`src/rtl/iic_arb_pkg.sv`:
```
// Shared definitions for the IIC_MAIN two-master arbiter: state encoding,
// idle bus levels and the recovery sequence length.
package iic_arb_pkg;

    typedef enum logic [1:0] {
        ST_IDLE,
        ST_GRANT,
        ST_BUF,
        ST_RECOVER
    } arb_state_t;

    localparam logic IDLE_SCL  = 1'b1;
    localparam logic IDLE_SDA  = 1'b0;
    localparam logic IDLE_SDAT = 1'b1;

    // 9 clock pulses (two half periods each) followed by the 3 STOP half periods
    localparam int RECOVER_PULSES = 9;
    localparam int RECOVER_PHASES = 2 * RECOVER_PULSES + 3;

    function automatic int cyc_width(input int n);
        return (n < 2) ? 1 : $clog2(n);
    endfunction

endpackage

```
`src/rtl/iic_bus_recover.sv`:
```
// Bus recovery generator: 9 SCL pulses with SDA released, then a STOP,
// every level held for HALF_CYC clocks. busy stays high for 21*HALF_CYC clocks.
module iic_bus_recover
    import iic_arb_pkg::*;
#(
    parameter int HALF_CYC = 625
) (
    input  logic clk,
    input  logic rst,
    input  logic start,
    output logic busy,
    output logic scl,
    output logic sda,
    output logic sdat
);

    localparam int HW = cyc_width(HALF_CYC);
    localparam int PW = cyc_width(RECOVER_PHASES);

    logic [HW-1:0] half_cnt;
    logic [PW-1:0] phase;

    always_ff @(posedge clk or posedge rst) begin
        if (rst) begin
            busy     <= 1'b0;
            half_cnt <= '0;
            phase    <= '0;
        end else if (!busy) begin
            half_cnt <= '0;
            phase    <= '0;
            if (start)
                busy <= 1'b1;
        end else if (half_cnt == HW'(HALF_CYC - 1)) begin
            half_cnt <= '0;
            if (phase == PW'(RECOVER_PHASES - 1))
                busy <= 1'b0;
            else
                phase <= phase + 1'b1;
        end else begin
            half_cnt <= half_cnt + 1'b1;
        end
    end

    // even phases drive SCL low, odd phases high; the last three form the STOP
    always_comb begin
        scl  = IDLE_SCL;
        sda  = IDLE_SDA;
        sdat = IDLE_SDAT;
        if (busy) begin
            if (phase < PW'(2 * RECOVER_PULSES)) begin
                scl = phase[0];
            end else if (phase == PW'(2 * RECOVER_PULSES)) begin
                scl  = 1'b0;
                sdat = 1'b0;
            end else if (phase == PW'(2 * RECOVER_PULSES + 1)) begin
                sdat = 1'b0;
            end
        end
    end

endmodule

```
`src/rtl/iic_main_arbiter.sv`:
```
// Round-robin owner arbitration of the IIC_MAIN bus between two I2C masters,
// with a bus-free gap between owners and a watchdog that revokes and recovers.
module iic_main_arbiter
    import iic_arb_pkg::*;
#(
    parameter int SYSCLK_FREQ_IN_MHz = 125,
    parameter int BUF_TIME_US        = 5,
    parameter int TIMEOUT_MS         = 10,
    parameter int RECOVER_KHZ        = 100
) (
    input  logic       SYSCLK_IN,
    input  logic       RESET_IN,
    input  logic [1:0] REQ_IN,
    output logic [1:0] GNT_OUT,
    input  logic [1:0] REQ_SCL_IN,
    input  logic [1:0] REQ_SDA_IN,
    input  logic [1:0] REQ_SDAT_IN,
    output logic [1:0] REQ_SDA_OUT,
    output logic       SCL_OUT,
    output logic       SDA_OUT,
    output logic       SDAT_OUT,
    input  logic       SDA_IN,
    output logic       TIMEOUT_OUT,
    output logic       RECOVERING_OUT
);

    localparam int BUF_CYC  = SYSCLK_FREQ_IN_MHz * BUF_TIME_US;
    localparam int TO_CYC   = SYSCLK_FREQ_IN_MHz * 1000 * TIMEOUT_MS;
    localparam int HALF_CYC = SYSCLK_FREQ_IN_MHz * 500 / RECOVER_KHZ;
    localparam int BW       = cyc_width(BUF_CYC);
    localparam int TW       = cyc_width(TO_CYC);

    arb_state_t    state, state_nxt;
    logic [1:0]    gnt_q, elig, req_mask;
    logic          owner, rr_ptr, winner, rel, to_hit, timeout_q;
    logic [TW-1:0] hold_cnt;
    logic [BW-1:0] buf_cnt;
    logic          rec_start, rec_busy, rec_scl, rec_sda, rec_sdat;

    iic_bus_recover #(.HALF_CYC(HALF_CYC)) u_recover (
        .clk   (SYSCLK_IN),
        .rst   (RESET_IN),
        .start (rec_start),
        .busy  (rec_busy),
        .scl   (rec_scl),
        .sda   (rec_sda),
        .sdat  (rec_sdat)
    );

    always_ff @(posedge SYSCLK_IN or posedge RESET_IN) begin
        if (RESET_IN)
            state <= ST_IDLE;
        else
            state <= state_nxt;
    end

    // a revoked owner stays masked until its REQ has been seen low once
    always_comb begin
        elig      = REQ_IN & ~req_mask;
        winner    = (elig == 2'b11) ? rr_ptr : elig[1];
        rel       = !REQ_IN[owner];
        to_hit    = (hold_cnt == TW'(TO_CYC - 1));
        rec_start = (state == ST_GRANT) && !rel && to_hit;
        state_nxt = state;
        case (state)
            ST_IDLE:    if (|elig) state_nxt = ST_GRANT;
            ST_GRANT:   if (rel) state_nxt = ST_BUF;
                        else if (to_hit) state_nxt = ST_RECOVER;
            ST_BUF:     if (buf_cnt == BW'(BUF_CYC - 1)) state_nxt = ST_IDLE;
            ST_RECOVER: if (!rec_busy) state_nxt = ST_BUF;
            default:    state_nxt = ST_IDLE;
        endcase
    end

    always_ff @(posedge SYSCLK_IN or posedge RESET_IN) begin
        if (RESET_IN) begin
            gnt_q     <= 2'b00;
            owner     <= 1'b0;
            rr_ptr    <= 1'b0;
            req_mask  <= 2'b00;
            timeout_q <= 1'b0;
            hold_cnt  <= '0;
            buf_cnt   <= '0;
        end else begin
            req_mask  <= (req_mask & REQ_IN) | (rec_start ? (owner ? 2'b10 : 2'b01) : 2'b00);
            timeout_q <= rec_start;
            hold_cnt  <= (state == ST_GRANT) ? hold_cnt + 1'b1 : '0;
            buf_cnt   <= (state == ST_BUF) ? buf_cnt + 1'b1 : '0;
            if (state == ST_IDLE && |elig) begin
                gnt_q <= winner ? 2'b10 : 2'b01;
                owner <= winner;
            end else if (state == ST_GRANT && (rel || to_hit)) begin
                gnt_q  <= 2'b00;
                rr_ptr <= ~owner;
            end
        end
    end

    always_comb begin
        REQ_SDA_OUT    = {2{SDA_IN}};
        GNT_OUT        = gnt_q;
        TIMEOUT_OUT    = timeout_q;
        RECOVERING_OUT = rec_busy;
        SCL_OUT        = IDLE_SCL;
        SDA_OUT        = IDLE_SDA;
        SDAT_OUT       = IDLE_SDAT;
        case (state)
            ST_GRANT: begin
                SCL_OUT  = REQ_SCL_IN[owner];
                SDA_OUT  = REQ_SDA_IN[owner];
                SDAT_OUT = REQ_SDAT_IN[owner];
            end
            ST_RECOVER: begin
                SCL_OUT  = rec_scl;
                SDA_OUT  = rec_sda;
                SDAT_OUT = rec_sdat;
            end
            default: ;
        endcase
    end

endmodule

```
`config.mk`:
```
export PLATFORM = sky130hd
export DESIGN_NAME = iic_main_arbiter
export DESIGN_NICKNAME = d
export VERILOG_FILES = /design/src/rtl/iic_arb_pkg.sv /design/src/rtl/iic_bus_recover.sv /design/src/rtl/iic_main_arbiter.sv
export SDC_FILE = /design/constraint.sdc
export NUM_CORES = 1
export LEC_CHECK = 0
export CORE_MARGIN = 4
export CORE_UTILIZATION = 45
export DETAILED_ROUTE_END_ITERATION = 12
export GPL_TIMING_DRIVEN = 1
export SLEW_MARGIN = 15
export SYNTH_ARGS = -nofsm -noshare
export SYNTH_HDL_FRONTEND = slang
export SYNTH_HIERARCHICAL = 1
export SYNTH_SLANG_ARGS = --single-unit
```
`constraint.sdc`:
```
create_clock -name SYSCLK_IN -period 4.2 [get_ports SYSCLK_IN]
set_clock_uncertainty 0.2 [all_clocks]
set_input_delay 0.63 -clock SYSCLK_IN [delete_from_list [all_inputs] [get_ports SYSCLK_IN]]
set_output_delay 0.63 -clock SYSCLK_IN [all_outputs]
set_load 0.02 [all_outputs]
```
# Word-level counts from Yosys, hierarchy flattened
# Index checks and enable logic that the tools add are counted.
dict set report word_totals {
  ff_bits 56
  input_bits 11
  word_cells 92
  out_inout_bits 9
}
dict set report op_classes {
  addsub 4
  muxes 41
  magnitude_cmp 2
  n_reduce_logical 12
  n_bitwise 6
  n_eq_ne 16
}
# operator n
set ops {}
lappend ops {{$mux W10} 3}
lappend ops {{$add A21 B1 Y21 const B} 1}
lappend ops {{$eq A21 B21 Y1 const B} 1}
lappend ops {{$mux W1} 21}
lappend ops {{$mux W21} 1}
lappend ops {{$add A10 B1 Y10 const B} 2}
lappend ops {{$eq A10 B10 Y1 const B} 2}
lappend ops {{$mux W2} 10}
lappend ops {{$eq A5 B5 Y1 const B} 3}
lappend ops {{$mux W5} 3}
lappend ops {{$ne A2 B2 Y1 const B} 5}
lappend ops {{$pmux W2 S4} 1}
lappend ops {{$eq A2 B2 Y1 const B} 3}
lappend ops {{$add A5 B1 Y5 const B} 1}
lappend ops {{$lt A5 B5 Y1 const B} 1}
lappend ops {{$and A2 B2 Y2} 2}
lappend ops {{$logic_and A1 B1 Y1} 4}
lappend ops {{$pmux W1 S2} 2}
lappend ops {{$reduce_and A2 Y1} 2}
lappend ops {{$reduce_and A4 Y1} 1}
lappend ops {{$ne A3 B3 Y1 const B} 1}
lappend ops {{$eq A2 B1 Y1 const B} 1}
lappend ops {{$logic_not A2 Y1} 1}
lappend ops {{$lt A1 B2 Y1 const B} 1}
lappend ops {{7 further kinds} 8}

# Depth between registers and ports, before layout
# Gate-level depths: netlist of the first run.
dict set report logic_depth {
  word_depth 7
  ltp_mapped 7
  depth_no_buf 6
}

# By module
# The synthesis of the first run kept the hierarchy.
# module area_per_inst_um2 cells_per_inst instances seq_area_each_um2
set by_module_without_submodules {}
lappend by_module_without_submodules {iic_main_arbiter 2088.3 219 1 1001.0}
lappend by_module_without_submodules {iic_bus_recover 894.6 94 1 400.4}

# Worst setup path after synthesis of the first run
# Ideal clock, no wire load.
dict set report synth_path {
  kind {reg-to-reg}
  from {register hold_cnt[0]}
  to {register rr_ptr}
  period_less_slack_ns 2.012
  arrival_ns 1.742
  slack_ns 2.188
  path_stages_with_launch 6
  path_cell_list {dfrtp_1 > ha_1 > nand3_1 > or4_4 > or4_1 > nand3_1}
}
dict set report synth_between {
  elab_chain_len 4
}
# element line
set synth_lines {}
lappend synth_lines {{from (decl)} iic_main_arbiter.sv:36} ;# logic [TW-1:0] hold_cnt;
lappend synth_lines {{from (signal assigned)} iic_main_arbiter.sv:87} ;# hold_cnt <= (state == ST_GRANT) ? hold_cnt + 1'b1 : '0;
lappend synth_lines {{$eq A21 B21 Y1} iic_main_arbiter.sv:62} ;# to_hit = (hold_cnt == TW'(TO_CYC - 1));
lappend synth_lines {{$logic_or A1 B1 Y1} iic_main_arbiter.sv:92} ;# end else if (state == ST_GRANT && (rel || to_hit)) begin
lappend synth_lines {{$logic_and A1 B1 Y1} iic_main_arbiter.sv:92}
lappend synth_lines {{$reduce_and A2 Y1 (no line)} -}
lappend synth_lines {{to (signal assigned)} iic_main_arbiter.sv:94} ;# rr_ptr <= ~owner;
lappend synth_lines {{to (decl)} iic_main_arbiter.sv:35} ;# logic owner, rr_ptr, winner, rel, to_hit, timeout_q;
# No other way between the ends.
# A chain may end at the register's enable or synchronous reset.

# Final worst setup path of the first run
dict set report layout_path {
  from {register u_recover.phase[1]}
  to {output SCL_OUT}
}
dict set report layout_between {
  elab_chain_len 5
  word_cells_on_any_way 6
  classes_between {1 x order compare; 1 x eq/ne; 4 x mux}
}
# element line
set layout_lines {}
lappend layout_lines {{from (decl)} iic_bus_recover.sv:21} ;# logic [PW-1:0] phase;
lappend layout_lines {{from (signal assigned)} iic_bus_recover.sv:38} ;# phase <= phase + 1'b1;
lappend layout_lines {{branches (longest 2 deep; another with $lt A5 B5 Y1)} -}
lappend layout_lines {{$mux W1 (*)} iic_bus_recover.sv:50} ;# if (phase < PW'(2 * RECOVER_PULSES)) begin
lappend layout_lines {{$mux W1 (*)} iic_bus_recover.sv:49} ;# if (busy) begin
lappend layout_lines {{named net rec_scl} iic_main_arbiter.sv:38} ;# logic rec_start, rec_busy, rec_scl, rec_sda, rec_sdat;
lappend layout_lines {{$pmux W1 S2 (*)} iic_main_arbiter.sv:107} ;# case (state)
lappend layout_lines {{to (decl)} iic_main_arbiter.sv:19} ;# output logic SCL_OUT,
# Mark *: on every way through the listed nets, which the timed path passes.

==> metrics.csv, run 1 <==
metric,value,unit
via count,2264,
# resized after CTS,0,
reg-to-reg endpoint,hold_cnt[14]$_DFF_PP0_,
overall die height,89.42,µm
Placed Cells,395,
Syn Inst Count,313,
Yosys top cell by area,dfrtp_1,
FMAX,340.8,MHz
I/O Pins,20,
Final TNS setup,0,ps
Critical Path AT,2100,ps
CTS Buffer Depth,2,
R2R Path Start,state[1]$_DFFE_PP0P_,
worst rel slew slack,0.3872,
clk slew on worst S/H paths,100,ps
Initial Utilization,0.4671,
Yosys reg bits,56,
synthesized cell area,0.002983,mm²
CTS Root Buffer Type,clkbuf_8,
Worst EP required,3370,ps
final hold vios,0,
"Async S/R FF share, synth",1.000,
H-tree Lvls,2,
post-route setup slack,1266,ps
router iterations before antenna repair,4,
# setup viols final,0,
first-pass GRT wire length,10.47,mm
share of the synthesized area in the top cell type,0.4698,
Congestion Overflow GR,0,
cell area after layout,0.003277,mm²
Post-DRT Antenna Nets,0,
CP max FO,7,
Worst Hold Depth,1,
DIE AREA,0.007995,mm²
Pwr per Cell Area,394.3,mW/mm²
Synthesized Nets,332,
"Clk Latency, worst-skew pair",320,ps
Worst Setup Path Type,reg2out,
DRT iter0 DRCs,88,
Worst-Margin Slew,919.2,ps
CTS Hold Bufs,0,
final wirelength,5.978,mm
Placed Area,0.003166,mm²
ys flop type,dfrtp_1,
most frequent cells in the layout,"dfrtp_1, nor2_1, nand2_1, nand3_1",
Hold/Removal Path Class,reg2reg,
num rows,29,
DIE WIDTH,89.42,µm
post-CTS setup buffers,0,
minimum clock period,2934,ps
R2R setup slack,1980,ps
total track usage,0.1681,
Static Leak,1.324,nW
CP Capture Type,primary output,
dpl ws,1339,ps
CP Capture Point,SCL_OUT,
diodes inserted,0,
IO Port Bufs,16,
synth top area cells,"dfrtp_1, nor2_1, xor2_1, nand2_1, ha_1",
dpl hpwl,4.146,mm
share of cells above drive strength 1,0.05215,
routability cong.,0.7822,
nets@finish,344,
Peak VDD IR,317.0,µV
Setup crit start,u_recover/phase[1]$_DFFE_PP0P_,
vias per std cell,5.618,
unrepaired setup endpoints after global routing,no,
Syn-to-layout area delta,9.857,%
Filler cells,598,
"most common cell after layout, fill and taps aside",dfrtp_1,
Core Footprint,0.006386,mm²
post-DR wirelength/cell,14.83,µm
CTS Buf Count,5,
initial antenna violation count,0,
Synth Warn #,6,
Slew Limit Fails,0,
"Cell Count, Final, Fillers Out",403,
Post-synth EDFFs,0,
status,"complete, no violations",
Yosys cell types,52,
clock sinks,56,
vias in the first global route,2170,
FF-to-FF path depth,3,
Tot Pwr,1.292,mW
register area share after synthesis,0.4698,
max_cap viols,0,
Tcrit/Tclk final,0.6985,
largest net degree at the start of global routing,41,
CTS tree,built,
DRC Markers,0,
Avg Inst Size Synth,9.530,µm²
CP startpoint kind,register,
==> sequential cells by signal (all words and copies together) (netlist names) <==
register and cells:
GNT_OUT 2, TIMEOUT_OUT 1, buf_cnt 10, hold_cnt 21, owner 1, req_mask 2, rr_ptr 1, state 2
u_recover/busy 1, u_recover/half_cnt 10, u_recover/phase 5
==> critical path: stages (launching register included) <==
cell and delay (ps):
dfrtp_1 480, nand2_1 90, nor3_1 200, a22o_1 180, nand2_1 70, mux2i_1 170
nand2_1 70, clkdlybuf4s50_1 540
==> area by class of cell <==
cell class                 instances  area (µm²)  share of cell area
clock inverter                     3       42.54             0.01298
sequential                        56        1401              0.4276
clock buffer                       5       68.82             0.02100
timing repair buffer              17       167.7             0.05116
inverter                          12       45.04             0.01375
multi-input combinational        233        1455              0.4441
tap                               77       96.34             0.02940
==> cell families after synthesis <==
family | count (synthesis) | synth area share
adder cells (fa/ha/maj) | 8 | 0.03356
flip-flops | 56 | 0.4698
other | 1 | 0.001257
AO/OA/AOI/OAI | 44 | 0.09606
AND/OR/NAND/NOR | 148 | 0.2592
buffers and inverters | 24 | 0.04236
XOR/XNOR | 25 | 0.07341
multiplexers | 7 | 0.02433
==> metrics by stage <==
stage | hold slack [ps] | utilization
global route | 292.5 | 0.5131
finish | 264.8 | 0.5131
CTS | 269.8 | 0.5131
detailed placement | 257.0 | 0.4957
global placement | 237.7 | 0.4957
floorplan | 223.9 | -
==> power breakdown <==
group / switching (mW) / internal (mW) / leakage, nW
clock network: 0.183 / 0.177 / 0.0541
registers: 0.0653 / 0.582 / 0.766
logic: 0.166 / 0.119 / 0.503
==> synthesized netlist by cell type, types with 2 or more instances <==
| library cell | number |
|---|---|
| xnor2_1 | 9 |
| and4_1 | 2 |
| or3_1 | 8 |
| o31ai_1 | 4 |
| ha_1 | 8 |
| inv_1 | 12 |
| a21boi_1 | 2 |
| xor2_1 | 16 |
| nor3_1 | 7 |
| nand4_1 | 11 |
| and3_2 | 2 |
| nand2_1 | 29 |
| nor2b_1 | 3 |
| o211ai_1 | 2 |
| dfrtp_1 | 56 |
| nand4b_1 | 2 |
| buf_4 | 3 |
| o21a_1 | 2 |
| and3_1 | 3 |
| nor2_1 | 38 |
| mux2i_1 | 5 |
| o21ai_0 | 13 |
| nand3_1 | 18 |
| clkbuf_1 | 4 |
| a32o_1 | 2 |
| or4_1 | 6 |
| and2_1 | 5 |
| nor4_1 | 5 |
| buf_6 | 3 |
| mux2_2 | 2 |
| a21oi_1 | 10 |
==> worst min path at each step <==
stage	start	endpoint	slack (ps)
after global placement	hold_cnt[0]$_DFF_PP0_	hold_cnt[0]$_DFF_PP0_	240
after floorplan	hold_cnt[0]$_DFF_PP0_	hold_cnt[0]$_DFF_PP0_	220
after CTS	hold_cnt[0]$_DFF_PP0_	hold_cnt[0]$_DFF_PP0_	270
final	hold_cnt[0]$_DFF_PP0_	hold_cnt[0]$_DFF_PP0_	260
after detailed placement	hold_cnt[0]$_DFF_PP0_	hold_cnt[0]$_DFF_PP0_	260
after global routing	hold_cnt[0]$_DFF_PP0_	hold_cnt[0]$_DFF_PP0_	290
==> layer usage <==
metal,global-route usage,share of wire,wire (µm)
met1,0.2406,0.50,2989
met2,0.2599,0.46,2761
met3,0.03410,0.026,157
met4,0.04465,0.012,69
met5,0,0,0
No activity file was read; power rests on OpenSTA's default activity.
==> run 2: changes to the inputs <==
Settings changed: PLACE_DENSITY from default to 0.66.
Clock period 4.2 ns to 2.4 ns, I/O delays scaled along.
==> metrics.csv, run 2 (synthesized netlist as in run 1, its figures left out) <==
metric,value,unit
post-CTS setup buffers,0,
status,"complete, no violations",
Pwr per Cell Area,679.9,mW/mm²
Worst EP required,1840,ps
dpl ws,79.70,ps
CTS Buffer Depth,2,
post-DR wirelength/cell,14.08,µm
unrepaired setup endpoints after global routing,no,
nets@finish,351,
Post-DRT Antenna Nets,0,
post-route setup slack,237.0,ps
via count,2285,
overall die height,89.42,µm
DRC Markers,0,
worst rel slew slack,0.5992,
final wirelength,5.772,mm
DIE WIDTH,89.42,µm
DRT iter0 DRCs,113,
total track usage,0.1579,
CP max FO,5,
Largest regs,"hold_cnt (21), buf_cnt (10), u_recover/half_cnt (10)",
Worst Setup Path Type,reg2out,
CP startpoint kind,register,
routability cong.,0.8250,
Hold/Removal Path Class,in2async,
max_cap viols,0,
Tcrit/Tclk final,0.9013,
Placed Cells,402,
cell area after layout,0.003324,mm²
Static Leak,1.378,nW
I/O Pins,20,
CP Capture Type,primary output,
fin util,0.5206,
largest net degree at the start of global routing,41,
FMAX,462.3,MHz
reg-to-reg endpoint,rr_ptr$_DFFE_PP0P_,
clk slew on worst S/H paths,90,ps
CTS Buf Count,5,
DIE AREA,0.007995,mm²
Final TNS setup,0,ps
R2R Path Start,hold_cnt[4]$_DFF_PP0_,
max reg flops,21,
Initial Utilization,0.4671,
Congestion Overflow GR,0,
"Clk Latency, worst-skew pair",310,ps
Biggest register,hold_cnt,
num rows,29,
IO Port Bufs,16,
Placed Area,0.003218,mm²
H-tree Lvls,2,
router iterations before antenna repair,4,
"most common cell after layout, fill and taps aside",dfrtp_1,
CTS Root Buffer Type,clkbuf_8,
FF-to-FF path depth,4,
clock sinks,56,
CTS tree,built,
Critical Path AT,1600,ps
CTS Hold Bufs,0,
share of cells above drive strength 1,0.08108,
initial antenna violation count,0,
Filler cells,580,
most frequent cells in the layout,"dfrtp_1, nor2_1, nand2_1, nand3_1, xor2_1",
minimum clock period,2163,ps
Tot Pwr,2.260,mW
dpl hpwl,4.192,mm
R2R setup slack,270,ps
# setup viols final,0,
"Cell Count, Final, Fillers Out",410,
Slew Limit Fails,0,
vias per std cell,5.573,
final hold vios,0,
vias in the first global route,2238,
Syn-to-layout area delta,11.45,%
first-pass GRT wire length,9.984,mm
Core Footprint,0.006386,mm²
Peak VDD IR,505.1,µV
Hold Slack,257.4,ps
Worst-Margin Slew,600.6,ps
diodes inserted,0,
==> run 2: how the worst max path moves through the flow <==
stage / start / end / slack (ps)
5_1_grt: u_recover/phase[0]$_DFFE_PP0P_ / SDAT_OUT / 120
6_report: u_recover/phase[0]$_DFFE_PP0P_ / SCL_OUT / 240
4_1_cts: u_recover/phase[1]$_DFFE_PP0P_ / SCL_OUT / 30
3_5_place_dp: REQ_SCL_IN[0] / SCL_OUT / 80
2_1_floorplan: hold_cnt[0]$_DFF_PP0_ / rr_ptr$_DFFE_PP0P_ / 390
3_3_place_gp: REQ_SCL_IN[1] / SCL_OUT / 100
==> run 2: worst max-delay path: stages (launching register included) <==
cell	delay [ps]
dfrtp_1	410
inv_1	100
ha_1	210
a22o_1	200
nand2_1	60
mux2i_1	60
nand2_1	80
clkbuf_2	160
==> run 2: where the power goes <==
| group | switching [mW] | total, mW | internal (mW) |
|---|---|---|---|
| clock | 0.295 | 0.606 | 0.310 |
| sequential | 0.100 | 1.12 | 1.02 |
| combinational | 0.302 | 0.536 | 0.234 |
| total | 0.698 | 2.26 | 1.56 |
==> run 2: area by class of cell <==
class / count / area (µm²) / share of cell area
Multi-Input combinational cell: 233 / 1460 / 0.4392
Timing Repair Buffer: 24 / 212.7 / 0.06398
Clock buffer: 6 / 72.57 / 0.02183
Sequential cell: 56 / 1403 / 0.4219
Clock inverter: 2 / 35.03 / 0.01054
Tap cell: 77 / 96.34 / 0.02898
Inverter: 12 / 45.04 / 0.01355
==> run 2: routing by layer <==
| metal | GRT usage | vias to the layer above | share of wire |
|---|---|---|---|
| li1 | - | 1150 | - |
| met1 | 0.2063 | 1099 | 0.49 |
| met2 | 0.2666 | 29 | 0.48 |
| met3 | 0.02949 | 7 | 0.025 |
| met4 | 0.04601 | 0 | 0.011 |
| met5 | 0 | - | 0 |
==> run 2: what timing repair did <==
action | CTS | global route
setup endpoints to repair | 2 | 3
gates resized for setup | 2 | 7
gates cloned | 0 | 0
==> run 3: changes to the inputs <==
Settings changed: CORE_MARGIN 4 to default.
==> metrics.csv, run 3 (synthesized netlist as in run 1, its figures left out) <==
metric,value,unit
FMAX,438.2,MHz
Clk network pwr share,0.264,
Slew Limit Fails,0,
dpl hpwl,4.067,mm
Static Leak,1.375,nW
max_cap viols,0,
overall die height,83.42,µm
status,"complete, no violations",
Core Footprint,0.006386,mm²
I/O Pins,20,
CTS Hold Bufs,0,
worst rel slew slack,0.5901,
Critical Path AT,1720,ps
H-tree Lvls,2,
diodes inserted,0,
"Cell Count, Final, Fillers Out",409,
CTS Buffer Depth,2,
dpl ws,84.54,ps
Seq pwr share,0.500,
CP startpoint kind,register,
router iterations before antenna repair,4,
total track usage,0.1728,
DIE WIDTH,83.42,µm
Worst Setup Path Type,reg2out,
vias in the first global route,2156,
CTS Root Buffer Type,clkbuf_8,
Psw,0.6834,mW
CP max FO,6,
Placed Cells,402,
share of cells above drive strength 1,0.07229,
# setup viols final,0,
routability cong.,0.7907,
Congestion Overflow GR,0,
most frequent cells in the layout,"dfrtp_1, nor2_1, nand2_1, nand3_1, xor2_1",
Tcrit/Tclk final,0.9508,
Filler cells,579,
largest net degree at the start of global routing,41,
clk slew on worst S/H paths,90,ps
nets@finish,352,
final wirelength,5.662,mm
Tot Pwr,2.229,mW
CP Capture Type,primary output,
Worst-Margin Slew,614.8,ps
minimum clock period,2282,ps
IO Port Bufs,16,
post-route setup slack,118.1,ps
CTS tree,built,
Worst EP required,1840,ps
"most common cell after layout, fill and taps aside",dfrtp_1,
DRT iter0 DRCs,140,
DIE AREA,0.006958,mm²
Largest regs,"hold_cnt (21), buf_cnt (10), u_recover/half_cnt (10)",
clock sinks,56,
Final TNS setup,0,ps
initial antenna violation count,0,
max reg flops,21,
Biggest register,hold_cnt,
Comb pwr share,0.237,
Pwr per Cell Area,669.9,mW/mm²
unrepaired setup endpoints after global routing,no,
via count,2272,
Initial Utilization,0.4671,
Pint,1.545,mW
Hold/Removal Path Class,reg2reg,
Post-DRT Antenna Nets,0,
CTS Buf Count,5,
first-pass GRT wire length,9.784,mm
vias per std cell,5.555,
num rows,29,
post-DR wirelength/cell,13.84,µm
Syn-to-layout area delta,11.54,%
Peak VDD IR,465.3,µV
final hold vios,0,
DRC Markers,0,
Switching Fraction,0.3067,
"Clk Latency, worst-skew pair",310,ps
-- run 3: cell types whose count changed in the layout (fill, tap and decap cells not counted) --
| cell | change |
|---|---|
| nor3_2 | -1 |
| clkbuf_1 | -1 |
| nor3_1 | +1 |
| clkdlybuf4s15_1 | +1 |
| clkinv_2 | -1 |
| buf_4 | +1 |
| clkbuf_2 | -2 |
| dlygate4sd2_1 | +1 |
-- run 3: timing repair --
| item | 4_1_cts | 5_1_grt |
|---|---|---|
| buffers inserted | 0 | 1 |
| gates cloned | 0 | 0 |
| pin swaps | 0 | 0 |
| setup endpoints to repair | 2 | 2 |
| resized for setup | 3 | 2 |
-- run 3: final cells by class --
cell class,instances,area (µm²),share of cell area
flip-flops and latches,56,1403,0.4216
clock buffers,5,68.82,0.02068
multi-input cells,233,1455,0.4374
clock inverters,1,30.03,0.009026
inverters,12,45.04,0.01354
well taps,77,96.34,0.02896
repair buffers,25,229.0,0.06882
-- run 3: worst paths after layout --
path                                                start                              to  slack [ps]  cells after the start
max                        u_recover/phase[3]$_DFFE_PP0P_                         SCL_OUT         120                      6
min                                 hold_cnt[0]$_DFF_PP0_           hold_cnt[0]$_DFF_PP0_         250                      1
max reg2reg                         hold_cnt[4]$_DFF_PP0_              rr_ptr$_DFFE_PP0P_         290                      4
min reg2reg                         hold_cnt[0]$_DFF_PP0_           hold_cnt[0]$_DFF_PP0_         250                      1
max in group asynchronous                        RESET_IN  u_recover/phase[1]$_DFFE_PP0P_        1310                      2
min in group asynchronous                        RESET_IN  u_recover/phase[3]$_DFFE_PP0P_         260                      2
-- run 3: routing by layer --
metal,GRT usage,up-vias,part of all wire
met1,0.2370,1079,0.51
met5,0,-,0
met4,0.06317,0,0.016
met3,0.03380,10,0.026
li1,-,1146,-
met2,0.2727,37,0.45
-- run 3: power by group through the flow --
stage                     Combinational (mW)  Sequential (mW)  Clock (mW)
after floorplan                        0.410             1.11           0
after global placement                 0.532             1.13           0
after detailed placement               0.534             1.14           0
after CTS                              0.531             1.11       0.611
after global routing                   0.589             1.13       0.645
final                                  0.527             1.11       0.588
-- run 3: critical path: stages (launching register included) --
cell and delay, ps:
dfrtp_1 440, nor3_1 270, a22o_1 180, nand2_1 50, mux2i_1 130, nand2_1 70
clkdlybuf4s15_1 290
-- run 3: through the flow --
stage,hold slack [ps],area [µm²],util
4_1_cts,256.3,3316,0.5192
3_3_place_gp,237.4,3218,0.5039
2_1_floorplan,73.74,2983,-
6_report,252.1,3327,0.5210
5_1_grt,266.5,3327,0.5210
3_5_place_dp,243.8,3218,0.5039
